[src/rtl/vga_timing_gen.sv]
// Raster timing generator: pixel/line counters with registered sync, blanking and boundary decodes.
// Optional frame counter built when VGA_TIMING_FRAME_CNT_EN is defined; otherwise frame_cnt reads 0.
module vga_timing_gen #(
  parameter int H_VISIBLE   = 640,
  parameter int H_FRONT     = 16,
  parameter int H_SYNC      = 96,
  parameter int H_BACK      = 48,
  parameter int V_VISIBLE   = 480,
  parameter int V_FRONT     = 10,
  parameter int V_SYNC      = 2,
  parameter int V_BACK      = 33,
  parameter bit SYNC_ACTIVE = 1'b0
) (
  input  logic       clk,
  input  logic       rst,
  output logic [9:0] hpos,
  output logic [9:0] vpos,
  output logic       visible,
  output logic       hsync,
  output logic       vsync,
  output logic       line_end,
  output logic       frame_end,
  output logic [9:0] frame_cnt
);

  localparam int H_TOTAL = H_VISIBLE + H_FRONT + H_SYNC + H_BACK;
  localparam int V_TOTAL = V_VISIBLE + V_FRONT + V_SYNC + V_BACK;

  localparam logic [9:0]  H_LAST    = 10'(H_TOTAL - 1);
  localparam logic [9:0]  V_LAST    = 10'(V_TOTAL - 1);
  // Phase bounds are 11 bits so a sync phase ending exactly at 1024 still compares correctly.
  localparam logic [10:0] H_VIS     = 11'(H_VISIBLE);
  localparam logic [10:0] V_VIS     = 11'(V_VISIBLE);
  localparam logic [10:0] H_SYNC_LO = 11'(H_VISIBLE + H_FRONT);
  localparam logic [10:0] H_SYNC_HI = 11'(H_VISIBLE + H_FRONT + H_SYNC);
  localparam logic [10:0] V_SYNC_LO = 11'(V_VISIBLE + V_FRONT);
  localparam logic [10:0] V_SYNC_HI = 11'(V_VISIBLE + V_FRONT + V_SYNC);

  logic [9:0] h_reg, v_reg, h_next, v_next;
  logic       visible_reg, hsync_reg, vsync_reg, line_end_reg, frame_end_reg;
  logic       visible_next, hsync_next, vsync_next, line_end_next, frame_end_next;

  // Decodes are taken from the next position so they land in the same cycle as hpos/vpos.
  always_comb begin
    h_next = h_reg + 10'd1;
    v_next = v_reg;
    if (h_reg == H_LAST) begin
      h_next = '0;
      v_next = (v_reg == V_LAST) ? 10'd0 : v_reg + 10'd1;
    end
    visible_next   = ({1'b0, h_next} < H_VIS) && ({1'b0, v_next} < V_VIS);
    hsync_next     = (({1'b0, h_next} >= H_SYNC_LO) && ({1'b0, h_next} < H_SYNC_HI)) ?
                     SYNC_ACTIVE : ~SYNC_ACTIVE;
    vsync_next     = (({1'b0, v_next} >= V_SYNC_LO) && ({1'b0, v_next} < V_SYNC_HI)) ?
                     SYNC_ACTIVE : ~SYNC_ACTIVE;
    line_end_next  = (h_next == H_LAST);
    frame_end_next = line_end_next && (v_next == V_LAST);
  end

  always_ff @(posedge clk) begin
    if (rst) begin
      h_reg         <= '0;
      v_reg         <= '0;
      visible_reg   <= 1'b1;
      hsync_reg     <= ~SYNC_ACTIVE;
      vsync_reg     <= ~SYNC_ACTIVE;
      line_end_reg  <= 1'b0;
      frame_end_reg <= 1'b0;
    end else begin
      h_reg         <= h_next;
      v_reg         <= v_next;
      visible_reg   <= visible_next;
      hsync_reg     <= hsync_next;
      vsync_reg     <= vsync_next;
      line_end_reg  <= line_end_next;
      frame_end_reg <= frame_end_next;
    end
  end

  assign hpos      = h_reg;
  assign vpos      = v_reg;
  assign visible   = visible_reg;
  assign hsync     = hsync_reg;
  assign vsync     = vsync_reg;
  assign line_end  = line_end_reg;
  assign frame_end = frame_end_reg;

`ifdef VGA_TIMING_FRAME_CNT_EN
  logic [9:0] frame_cnt_reg;
  logic       frame_wrap;

  assign frame_wrap = (h_reg == H_LAST) && (v_reg == V_LAST);

  always_ff @(posedge clk) begin
    if (rst)
      frame_cnt_reg <= '0;
    else if (frame_wrap)
      frame_cnt_reg <= frame_cnt_reg + 10'd1;
  end

  assign frame_cnt = frame_cnt_reg;
`else
  assign frame_cnt = '0;
`endif

endmodule
[config.mk]
export PLATFORM = sky130hd
export DESIGN_NAME = vga_timing_gen
export DESIGN_NICKNAME = d
export VERILOG_FILES = /design/src/rtl/vga_timing_gen.sv
export SDC_FILE = /design/constraint.sdc
export NUM_CORES = 1
export LEC_CHECK = 0
export ABC_AREA = 0
export CORE_MARGIN = 4
export CORE_UTILIZATION = 30
export CTS_CLUSTER_DIAMETER = 40
export DETAILED_ROUTE_END_ITERATION = 16
export PLACE_DENSITY = 0.56
export REMOVE_ABC_BUFFERS = 1
export SLEW_MARGIN = 40
export SYNTH_ARGS = -nofsm -noshare
export SYNTH_HDL_FRONTEND = slang
export SYNTH_SLANG_ARGS = --single-unit
[constraint.sdc]
create_clock -name clk -period 4.4 [get_ports clk]
set_input_delay 1.32 -clock clk [delete_from_list [all_inputs] [get_ports clk]]
set_output_delay 1.32 -clock clk [all_outputs]
set_load 0.005 [all_outputs]
# Word-level counts from Yosys, hierarchy flattened
# Index checks and enable logic that the tools add are counted.
[classes]
addsub = 2
n_lt_le_gt_ge = 6
eq_ne = 4
mux = 5
n_reduce_logical = 4
[ops]
columns = ["operator", "count"]
rows = [
  ["10-bit equality test, second input constant", 4],
  ["10-bit 2-to-1 mux", 3],
  ["10-bit by 1-bit adder with 10-bit output, second input constant", 2],
  ["10-bit less-than comparator, second input constant", 2],
  ["10-bit by 9-bit less-than comparator with 1-bit output, second input constant", 2],
  ["10-bit greater-or-equal comparator, second input constant", 1],
  ["10-bit by 9-bit greater-or-equal comparator with 1-bit output, second input constant", 1],
  ["1-bit logical AND", 4],
  ["1-bit 2-to-1 mux", 2],
]
[totals]
regBits = 25
input_bits = 2
output_inout_bits = 35
elab_cells = 28

# Longest topological paths before layout
[depth]
depth_word = 6
mapped_depth = 9
ltp_nobuf = 8

# Worst setup path before layout
# OpenSTA, ideal clock, no wires.
[synth_timing]
kind = "input-to-reg"
startpoint = "input rst"
endpoint = "register frame_end_reg (netlist: frame_end)"
setup_ns = 0.087
arrival_ns = 2.047
t_required_ns = 4.313
setup_slack_ns = 2.266
stages = 4
n_path_buf = 0
cell_sequence = "nor2_1 > nand4b_1 > a2111oi_4 > nor4b_2"
[synth_lines]
columns = ["item", "line", "text"]
rows = [
  ["from (decl)", "15", "input logic rst,"],
  ["to (signal assigned)", "76", "frame_end_reg <= frame_end_next;"],
  ["to (decl)", "40", "logic visible_reg, hsync_reg, vsync_reg, line_end_reg, frame_end_reg;"],
]

# Final worst setup path
[layout_timing]
startpoint = "register h_reg[7] (netlist: hpos[7])"
endpoint = "output hpos[7]"
[layout_lines]
columns = ["item", "line", "text"]
rows = [
  ["from (decl)", "39", "logic [9:0] h_reg, v_reg, h_next, v_next;"],
  ["from (signal assigned)", "70", "h_reg <= h_next;"],
  ["to (decl)", "16", "output logic [9:0] hpos,"],
]
# No word-level cell between the ends.

==> results.yml <==
run_status:
  status: "finished, final reports clean"
grt:
  antenna_found_initial: 0
  use_met1_pct: 16.8
  grt.overflow.total: 0
  grt_max_degree: 24
  grt.busiest_layer: "met2"
  grtUsageMet2_pct: 17.7
  grt_pass1_wl_mm: 6.18
  grt_use_total_pct: 11.7
  grtUsageMet3_pct: 1.74
  grt_pass1_vias: 1228
cells_and_area:
  final_common_cell: "clkdlybuf4s50_1"
  final_cell_mix: "clkdlybuf4s50_1, dfxtp_1, nor2_1"
  n_fill_cell: 556
  antenna_cells: 0
  multi_input_area_um2: 1030
  final_layout_size_suffix_gt1_share_pct: 9.48
  nNetsFinal: 218
  syn_to_final_growth_pct: 16.6
  final-seq-area_um2: 500
power_and_ir_drop:
  worst_ir_drop_vdd_mv: 0.113
  powerDensity_nw_per_um2: 207
  p_total_uw: 404
  leakagePower_uw: 0.000653
detailed_routing:
  drtIter0Drc: 129
  drc: 0
  wl_mm: 3.78
  wire_per_inst_um: 13.4
  avgViaCountPerCell: 5.04
  first_pass_iters: 4
  via_count: 1417
  ant_nets: 0
cts:
  cts.path.max_buffers: 2
  cts_max_level: 1
  cts_hold_buffers: 0
  insertion_delay_ns: 0.27
  cts_setup_buffers: 0
  cts.clk_slew.worst_paths_ns: 0.09
  numCtsBuffers: 3
  cts_root_buffer: "clkbuf_8"
  cts_resized: 0
  clock-sinks: 25
  cts_tree: "done"
placed_design:
  portBuffers: 26
  post-dp-hpwl_mm: 2.73
  place_ws_ns: 1.47
  globalplace.congestion: 0.779
yosys:
  ys_seq_area_share_pct: 29.9
  ys_warn_count: 0
  synthFlopType: "dfxtp_1"
  synth_edf_count: 0
  synth-seq-cells: 25
  avgSynthCellArea_um2: 8.60
  async_reset_ff_share_pct: 0
  synth.distinct_cells: 53
  syn_area_um2: 1680
  postSynthCellCount: 195
floorplan:
  die_w_um: 82.8
  coreArea_um2: 5270
  io_pins: 37
  die_h_um: 82.8
  rows: 26
  start_util_pct: 31.8
  dieArea_um2: 6850
timing:
  report.final.hold_viol_count: 0
  finalCritPeriodShare_pct: 64.1
  fin_skew_ns: 0.00143
  rsz0062_at_grt: "no"
  setup_tns_ns: 0
  slew_headroom_pct: 66.1
  fmax_ghz: 0.354
  setup_viol: 0
  tightestPinTransition_ns: 0.507
  finalWorstSetupSlack_ns: 1.58
  period_minus_slack_ns: 2.82
  drv_slew: 0
setup_path:
  end_kind: "primary output"
  cp.arrival_ns: 1.50
  crit_chain: "clkdlybuf4s50_1"
  critPathKind: "reg -> out"
  path_max_fanout: 13
  crit_family: "flip-flops"
  start_kind: "flop"
  crit_path_max_incr_delay_ns: 0.63
  crit_slowest_cell: "dfxtp_1"
  required_ns: 3.08
  cp_num_buf_inv: 1
min_path:
  hold_path_class: "reg -> reg"
flow_run:
  maxCapViolations: 0
power by group:
| group | total, uW | switching [uW] | leakage [uW] | internal, uW |
|---|---|---|---|---|
| clock network | 142 | 77.2 | 0.0000228 | 64.9 |
| logic | 25.7 | 14.0 | 0.000428 | 11.7 |
| registers | 236 | 7.06 | 0.000202 | 229 |
| total | 404 | 98.3 | 0.000653 | 306 |
worst min-delay path, cell delays in order, from the launching register on:
cell	delay, ns
dfxtp_1	0.38
nand2_1	0.10
a21oi_1	0.06
path summary, 6_finish.rpt:
kind                      startpoint                  to  slack (ns)  cells after the start
setup reg to reg  hpos[0]$_SDFF_PP0_    vsync$_SDFF_PP1_        2.01                      7
hold reg to reg   vpos[1]$_SDFF_PP0_  vpos[1]$_SDFF_PP0_        0.57                      2
setup / recovery  hpos[7]$_SDFF_PP0_             hpos[7]        1.58                      1
hold / removal    vpos[1]$_SDFF_PP0_  vpos[1]$_SDFF_PP0_        0.57                      2
Yosys cell counts, types with 3 or more instances:
cell type	n	share of area, %
a21oi_1	11	3.3
and3_1	3	1.1
and4_1	6	3.1
buf_2	7	2.1
buf_4	11	4.9
clkbuf_1	3	0.67
dfxtp_1	25	30
ha_1	4	3.0
inv_1	7	1.6
nand2_1	8	1.8
nand2b_1	3	1.1
nand3_1	9	2.7
nand3_2	3	1.8
nor2_1	19	4.3
nor3_1	8	2.4
o2111ai_1	3	1.6
o21a_1	3	1.3
o21ai_0	4	1.2
xnor2_1	8	4.2
xor2_1	6	3.1
layer usage:
metal | routed length (um) | vias up
met5 | 0 | -
met4 | 41 | 0
met3 | 207 | 4
met2 | 1680 | 39
met1 | 1850 | 657
li1 | - | 717
layout make-up:
class / instances / area share, %
clock buffers: 4 / 2.30
inverters: 7 / 1.34
multi-input cells: 148 / 52.6
flip-flops and latches: 25 / 25.6
well taps: 70 / 4.48
repair buffers: 27 / 13.7
kinds of logic after synthesis:
logic type | count (synthesis) | share of synthesized area [%]
xor+xnor | 14 | 7.31
simple gates | 80 | 30.2
buf+inv | 31 | 10.8
other cells | 1 | 0.224
compound gates | 40 | 18.6
fa+ha+maj | 4 | 2.99
flops | 25 | 29.9
stage by stage:
step | cells | utilization [%] | hold WS, ns | cell area, um2
finish | 281 | 37.1 | 0.574 | 1960
global route | 281 | 37.1 | 0.629 | 1960
CTS | 281 | 37.1 | 0.575 | 1960
detailed placement | 277 | 36.3 | 0.558 | 1910
global placement | 277 | 36.3 | 0.567 | 1910
floorplan | 180 | - | 0.522 | 1560
Note: power is estimated with default switching activity, not from simulation.
